**config.mk**
```make
export PLATFORM = sky130hd
export DESIGN_NAME = ycbcr2rgb
export DESIGN_NICKNAME = d
export VERILOG_FILES = /design/src/rtl/ycbcr2rgb.sv
export SDC_FILE = /design/constraint.sdc
export NUM_CORES = 1
export LEC_CHECK = 0
export ABC_AREA = 1
export CAP_MARGIN = 10
export CELL_PAD_IN_SITES_DETAIL_PLACEMENT = 1
export CELL_PAD_IN_SITES_GLOBAL_PLACEMENT = 2
export CORE_MARGIN = 3
export CORE_UTILIZATION = 33
export CTS_CLUSTER_DIAMETER = 60
export DETAILED_ROUTE_END_ITERATION = 12
export MAX_ROUTING_LAYER = met4
export PLACE_DENSITY_LB_ADDON = 0.1
export SETUP_SLACK_MARGIN = 0.2
export SYNTH_ARGS = -nofsm -noshare
export SYNTH_HDL_FRONTEND = slang
export SYNTH_SLANG_ARGS = --single-unit
export TNS_END_PERCENT = 30
```
**constraint.sdc**
```tcl
create_clock -name i_clk -period 4.2 [get_ports i_clk]
set_input_delay 1.26 -clock i_clk [delete_from_list [all_inputs] [get_ports i_clk]]
set_output_delay 1.26 -clock i_clk [all_outputs]
set_load 0.02 [all_outputs]
```
**src/rtl/ycbcr2rgb.sv**
```systemverilog
// Four-stage full-range BT.601 YCbCr 4:4:4 to RGB converter with a per-frame clipped-pixel counter.
// Define YCBCR2RGB_ROUND_EN to round half up before the final shift; otherwise the result is truncated.
module ycbcr2rgb #(
    parameter int P_DATA_DEPTH     = 8,
    parameter int P_R_Cr_factor    = 1436,
    parameter int P_G_Cb_factor    = 352,
    parameter int P_G_Cr_factor    = 731,
    parameter int P_B_Cb_factor    = 1815,
    parameter int P_CHROMA_OFFSET  = 128,
    parameter int P_CLIP_CNT_WIDTH = 22
) (
    input  logic                        i_clk,
    input  logic                        i_rst,
    input  logic [P_DATA_DEPTH-1:0]     i_Y_channel,
    input  logic [P_DATA_DEPTH-1:0]     i_Cb_channel,
    input  logic [P_DATA_DEPTH-1:0]     i_Cr_channel,
    input  logic                        i_img_hsync,
    input  logic                        i_img_vsync,
    output logic [P_DATA_DEPTH-1:0]     o_red_channel,
    output logic [P_DATA_DEPTH-1:0]     o_green_channel,
    output logic [P_DATA_DEPTH-1:0]     o_blue_channel,
    output logic                        o_img_hsync,
    output logic                        o_img_vsync,
    output logic [P_CLIP_CNT_WIDTH-1:0] o_clip_cnt
);

    localparam logic signed [11:0] K_R_CR = 12'(P_R_Cr_factor);
    localparam logic signed [11:0] K_G_CB = 12'(P_G_Cb_factor);
    localparam logic signed [11:0] K_G_CR = 12'(P_G_Cr_factor);
    localparam logic signed [11:0] K_B_CB = 12'(P_B_Cb_factor);
    localparam logic signed [8:0]  K_OFS  = 9'(P_CHROMA_OFFSET);
`ifdef YCBCR2RGB_ROUND_EN
    localparam logic signed [20:0] K_RND  = 21'sd512;
`else
    localparam logic signed [20:0] K_RND  = 21'sd0;
`endif

    logic [3:0]               valid_q, vsync_q;
    logic [7:0]               y1_q;
    logic signed [8:0]        cb1_q, cr1_q, cb1_d, cr1_d;
    logic signed [20:0]       y2_q, rcr_q, gcb_q, gcr_q, bcb_q;
    logic signed [20:0]       rcr_d, gcb_d, gcr_d, bcb_d;
    logic signed [20:0]       sR_q, sG_q, sB_q, sR_d, sG_d, sB_d;
    logic [7:0]               red_q, green_q, blue_q, red_d, green_d, blue_d;
    logic [P_CLIP_CNT_WIDTH-1:0] cnt_q, cnt_d;
    logic                     clipR, clipG, clipB, pixClip, vsRise;

    // Shift right by 10 and saturate to 0..255; bit 8 of the result flags a clamp.
    function automatic logic [8:0] clampChannel(input logic signed [20:0] sum);
        logic signed [20:0] s;
        s = sum >>> 10;
        if (s < 0)
            clampChannel = {1'b1, 8'd0};
        else if (s > 255)
            clampChannel = {1'b1, 8'd255};
        else
            clampChannel = {1'b0, s[7:0]};
    endfunction

    always_comb begin
        cb1_d = $signed({1'b0, i_Cb_channel}) - K_OFS;
        cr1_d = $signed({1'b0, i_Cr_channel}) - K_OFS;

        rcr_d = '0;
        gcb_d = '0;
        gcr_d = '0;
        bcb_d = '0;
        if (valid_q[0]) begin
            rcr_d = K_R_CR * cr1_q;
            gcb_d = K_G_CB * cb1_q;
            gcr_d = K_G_CR * cr1_q;
            bcb_d = K_B_CB * cb1_q;
        end

        sR_d = y2_q + rcr_q + K_RND;
        sG_d = y2_q - gcb_q - gcr_q + K_RND;
        sB_d = y2_q + bcb_q + K_RND;

        {clipR, red_d}   = clampChannel(sR_q);
        {clipG, green_d} = clampChannel(sG_q);
        {clipB, blue_d}  = clampChannel(sB_q);
        if (!valid_q[2]) begin
            red_d   = '0;
            green_d = '0;
            blue_d  = '0;
        end

        // The counter is updated on the same edge that presents the pixel at the outputs.
        pixClip = valid_q[2] & (clipR | clipG | clipB);
        vsRise  = vsync_q[2] & ~vsync_q[3];
        cnt_d   = cnt_q;
        if (vsRise)
            cnt_d = {{(P_CLIP_CNT_WIDTH-1){1'b0}}, pixClip};
        else if (pixClip && (cnt_q != '1))
            cnt_d = cnt_q + P_CLIP_CNT_WIDTH'(1);
    end

    always_ff @(posedge i_clk) begin
        if (i_rst) begin
            valid_q <= '0;
            vsync_q <= '0;
            y1_q    <= '0;
            cb1_q   <= '0;
            cr1_q   <= '0;
            y2_q    <= '0;
            rcr_q   <= '0;
            gcb_q   <= '0;
            gcr_q   <= '0;
            bcb_q   <= '0;
            sR_q    <= '0;
            sG_q    <= '0;
            sB_q    <= '0;
            red_q   <= '0;
            green_q <= '0;
            blue_q  <= '0;
            cnt_q   <= '0;
        end else begin
            valid_q <= {valid_q[2:0], i_img_hsync & i_img_vsync};
            vsync_q <= {vsync_q[2:0], i_img_vsync};
            y1_q    <= i_Y_channel;
            cb1_q   <= cb1_d;
            cr1_q   <= cr1_d;
            y2_q    <= $signed({3'b000, y1_q, 10'b0});
            rcr_q   <= rcr_d;
            gcb_q   <= gcb_d;
            gcr_q   <= gcr_d;
            bcb_q   <= bcb_d;
            sR_q    <= sR_d;
            sG_q    <= sG_d;
            sB_q    <= sB_d;
            red_q   <= red_d;
            green_q <= green_d;
            blue_q  <= blue_d;
            cnt_q   <= cnt_d;
        end
    end

    assign o_red_channel   = red_q;
    assign o_green_channel = green_q;
    assign o_blue_channel  = blue_q;
    assign o_img_hsync     = valid_q[3];
    assign o_img_vsync     = vsync_q[3];
    assign o_clip_cnt      = cnt_q;

endmodule

```
==> impl_results.md <==
* Clk pwr share at 0.276
* Layout fillers at 5,071
* GR met3 Demand/Resource at 0.0259
* XOR/XNOR Fraction of Synth Area at 0.0141
* Hold slack at 0.397 ns
* Unique masters post-synth at 37
* Clk_lat worst skew at 0.48 ns
* Synth area leaders: dfxtp_1 26%, ha_1 20%, fa_1 11%
* Die area at 44,000 µm²
* Max Fclk at 252 MHz
* Sw Pwr at 2270 µW
* Core area at 40,900 µm²
* RD Place Congestion at 0.889
* Post-DP Area at 15,200 µm²
* Cell-internal power at 3510 µW
* Initial DRT Pass Iterations at 5
* Number of flops mapped to enable cells by yosys at 0
* Met1 GRT Util at 0.268
* Combinational share of power at 0.412
* Largest net degree at the start of global routing at 52
* Die Y at 210 µm
* # setup viols final at 0
* TritonCTS buffer count at 17
* Synth Area in Simple Gates at 0.220
* Async S/R FF share, synth at 0
* Number of port buffers at 75
* Share of layout cells above drive strength 1 at 0.0804
* Pwr/cell area at 357 nW/µm²
* Overall Global Routing Usage at 0.194
* GR peak layer: met2
* Initial antenna violation count at 0
* Final-report max-slew violation count at 0
* First-pass GRT wire length at 65,700 µm
* Mapped Nets at 2,166
* Sink Count at 175
* Yosys warning total at 0
* Crit end category: register
* Max Buffers Root-to-Sink at 2
* Setup Skew at 0.0189 ns
* Cells after DPL at 2,449
* Static leakage at 0.00792 µW
* Antenna Nets Post-Route at 0
* Final Hold Viols at 0
* Share of the synthesized area in the top cell type at 0.256
* Num ports at 76
* Reg2reg setup slack at 0.23 ns
* Most frequent cells in the layout: 361 x nand2_1, 331 x inv_1, 247 x nor2_1, 203 x ha_1, 166 x dfxtp_1
* Mux contribution to synthesized area at 0
* Cell Area, Synth at 13,700 µm²
* Most common cell after layout, fill and taps aside: nand2_1
* H-tree lvl count at 4
* Sw Share at 0.393
* Die Width at 210 µm
* CP Max Fanout at 6
* RSZ-0062 raised after global routing: true
* Vias in the first global route at 12,200
* Initial Utilization at 0.335
* Drt wl/cell at 16.2 µm
* Post-Route WL at 40,300 µm
* Largest family of logic cells by synthesized area: adder cells
* Critical path required time at 4.55 ns
* Synth Area in Adders at 0.313
* Total Neg Setup Slack at 0 ns
* Reg clk slew, reported paths at 0.08 ns
* #FFs+latches synth at 175
* Drt via density at 4.67
* Area leader, netlist: dfxtp_1
* Synth Area in Compound Gates at 0.0955
* DP HPWL at 33,200 µm
* GR Overflow Total at 0
* Root Buffer: clkbuf_16
* Relative slew slack at 0.450
* Slew @ Worst Pin at 0.824 ns
* CTS tree: yes
* Total Nets Final at 2,266
* Post-route DRC at 0
* Kind of critical path: reg -> reg
* Fin area at 16,200 µm²
* Period utilization at 0.944
* Vias at 11,600
* Max-cap violations at 0
* Met2 Track Usage GR at 0.300
* Antenna diodes at 0
* CP max-delay cell: fa_1
* Hold Crit Class: reg -> reg
* Rows at 74
* CP arrival at 4.32 ns
* CP startpoint kind: register
* Most used cell, CP: fa_1
* Part of the power in registers at 0.312
* Fin cells at 2,484
* DRT iter0 DRCs at 406
* Ys flop type: dfxtp_1
* Worst-path cell chain: inv_2 -> ha_4 -> inv_2 -> fa_1 -> inv_1 -> fa_1 -> inv_1 -> fa_1 -> fa_1 -> ha_4 -> a21oi_4 -> nand2_4 -> nand3_2 -> nand2_2 -> buf_4 -> o21ai_1 -> a21oi_1
* Outcome: complete, no violations
* Worst vdd ir at 0.000238 V
* Avg Cell Area, Syn at 7.44 µm²
* Mapped Cells at 1,841
* Post-layout min period at 3.97 ns
* CP max stage delay at 0.58 ns
* Seq/Total Area, Yosys at 0.256
* Layout area overhead at 17.9%
[Yosys cell counts, drive strengths merged, types with 11 or more instances]
cell      n
dfxtp   175
ha      221
nor2    253
o21a     12
nand2   374
o21ai    63
xor2     14
nor3     21
a21oi   154
buf      14
fa       76
inv     336
nand3    62
clkbuf   11
[cell type report]
cell class              instances  area (µm²)  share of cell area
clock buffers                  21         470              0.0291
clock inverters                 9         101             0.00627
inverters                     337        1270              0.0784
multi-input cells            1304        9150               0.566
flip-flops and latches        175        3520               0.218
well taps                     532         666              0.0412
repair buffers                106         982              0.0608
[power by group through the flow]
stage / registers [µW] / clock network, µW / logic [µW]
floorplan: 1820 / 0 / 1480
global placement: 1840 / 0 / 2110
detailed placement: 1840 / 0 / 2120
CTS: 1800 / 1670 / 2210
global route: 1810 / 1720 / 2730
finish: 1800 / 1590 / 2380
[per-layer routing]
layer / vias up / part of all wire
li1: 5978 / -
met1: 5470 / 0.52
met2: 112 / 0.45
met3: 32 / 0.022
met4: 0 / 0.014
met5: - / 0
[critical path, delay by kind of cell (launching register included)]
family / cells / cell delay [ns]
compound gates: 3 / 0.35
flops: 1 / 0.35
fa+ha+maj: 6 / 2.58
buf+inv: 5 / 0.33
simple gates: 3 / 0.22
[registers in the layout, indices dropped and copies added (netlist names)]
| name | flops |
|---|---|
| rcr_q | 13 |
| cr1_q | 8 |
| sB_q | 11 |
| sG_q | 11 |
| y2_q | 8 |
| gcb_q | 14 |
| valid_q | 4 |
| vsync_q | 4 |
| y1_q | 8 |
| bcb_q | 11 |
| o_green_channel | 8 |
| cb1_q | 8 |
| o_blue_channel | 8 |
| o_clip_cnt | 22 |
| gcr_q | 18 |
| sR_q | 11 |
| o_red_channel | 8 |
[worst paths after layout]
| path | start | to | cells after the start |
|---|---|---|---|
| worst min-delay path | vsync_q[1] | vsync_q[2] | 2 |
| worst max register to register | cr1_q[1] | gcr_q[11] | 17 |
| worst min register to register | vsync_q[1] | vsync_q[2] | 2 |
| worst max-delay path | cr1_q[1] | gcr_q[11] | 17 |
[timing repair]
| action | 4_1_cts | 5_1_grt |
|---|---|---|
| endpoints found under the setup margin | 23 | 31 |
| setup buffers | 1 | 4 |
| hold buffers | 0 | 0 |
| pin swaps | 4 | 23 |
| gates resized for setup | 22 | 64 |
[logic make-up (layout without fill, tap and decap cells)]
family	Yosys count	in the layout
AOI/OAI and AO/OA	244	244
xor gates and xnor gates	22	22
DFF	175	175
adders and majority gates	297	297
buffers and inverters	362	473
and+or+nand+nor	741	741
[metrics by stage]
stage	util	setup slack [ns]	total power (µW)
after CTS	0.388	0.160	5680
after global routing	0.395	0.0958	6260
after global placement	0.371	0.141	3940
after detailed placement	0.371	0.0732	3960
after floorplan	-	0.200	3300
final	0.395	0.235	5770
Power figures use the tool's default switching activity.
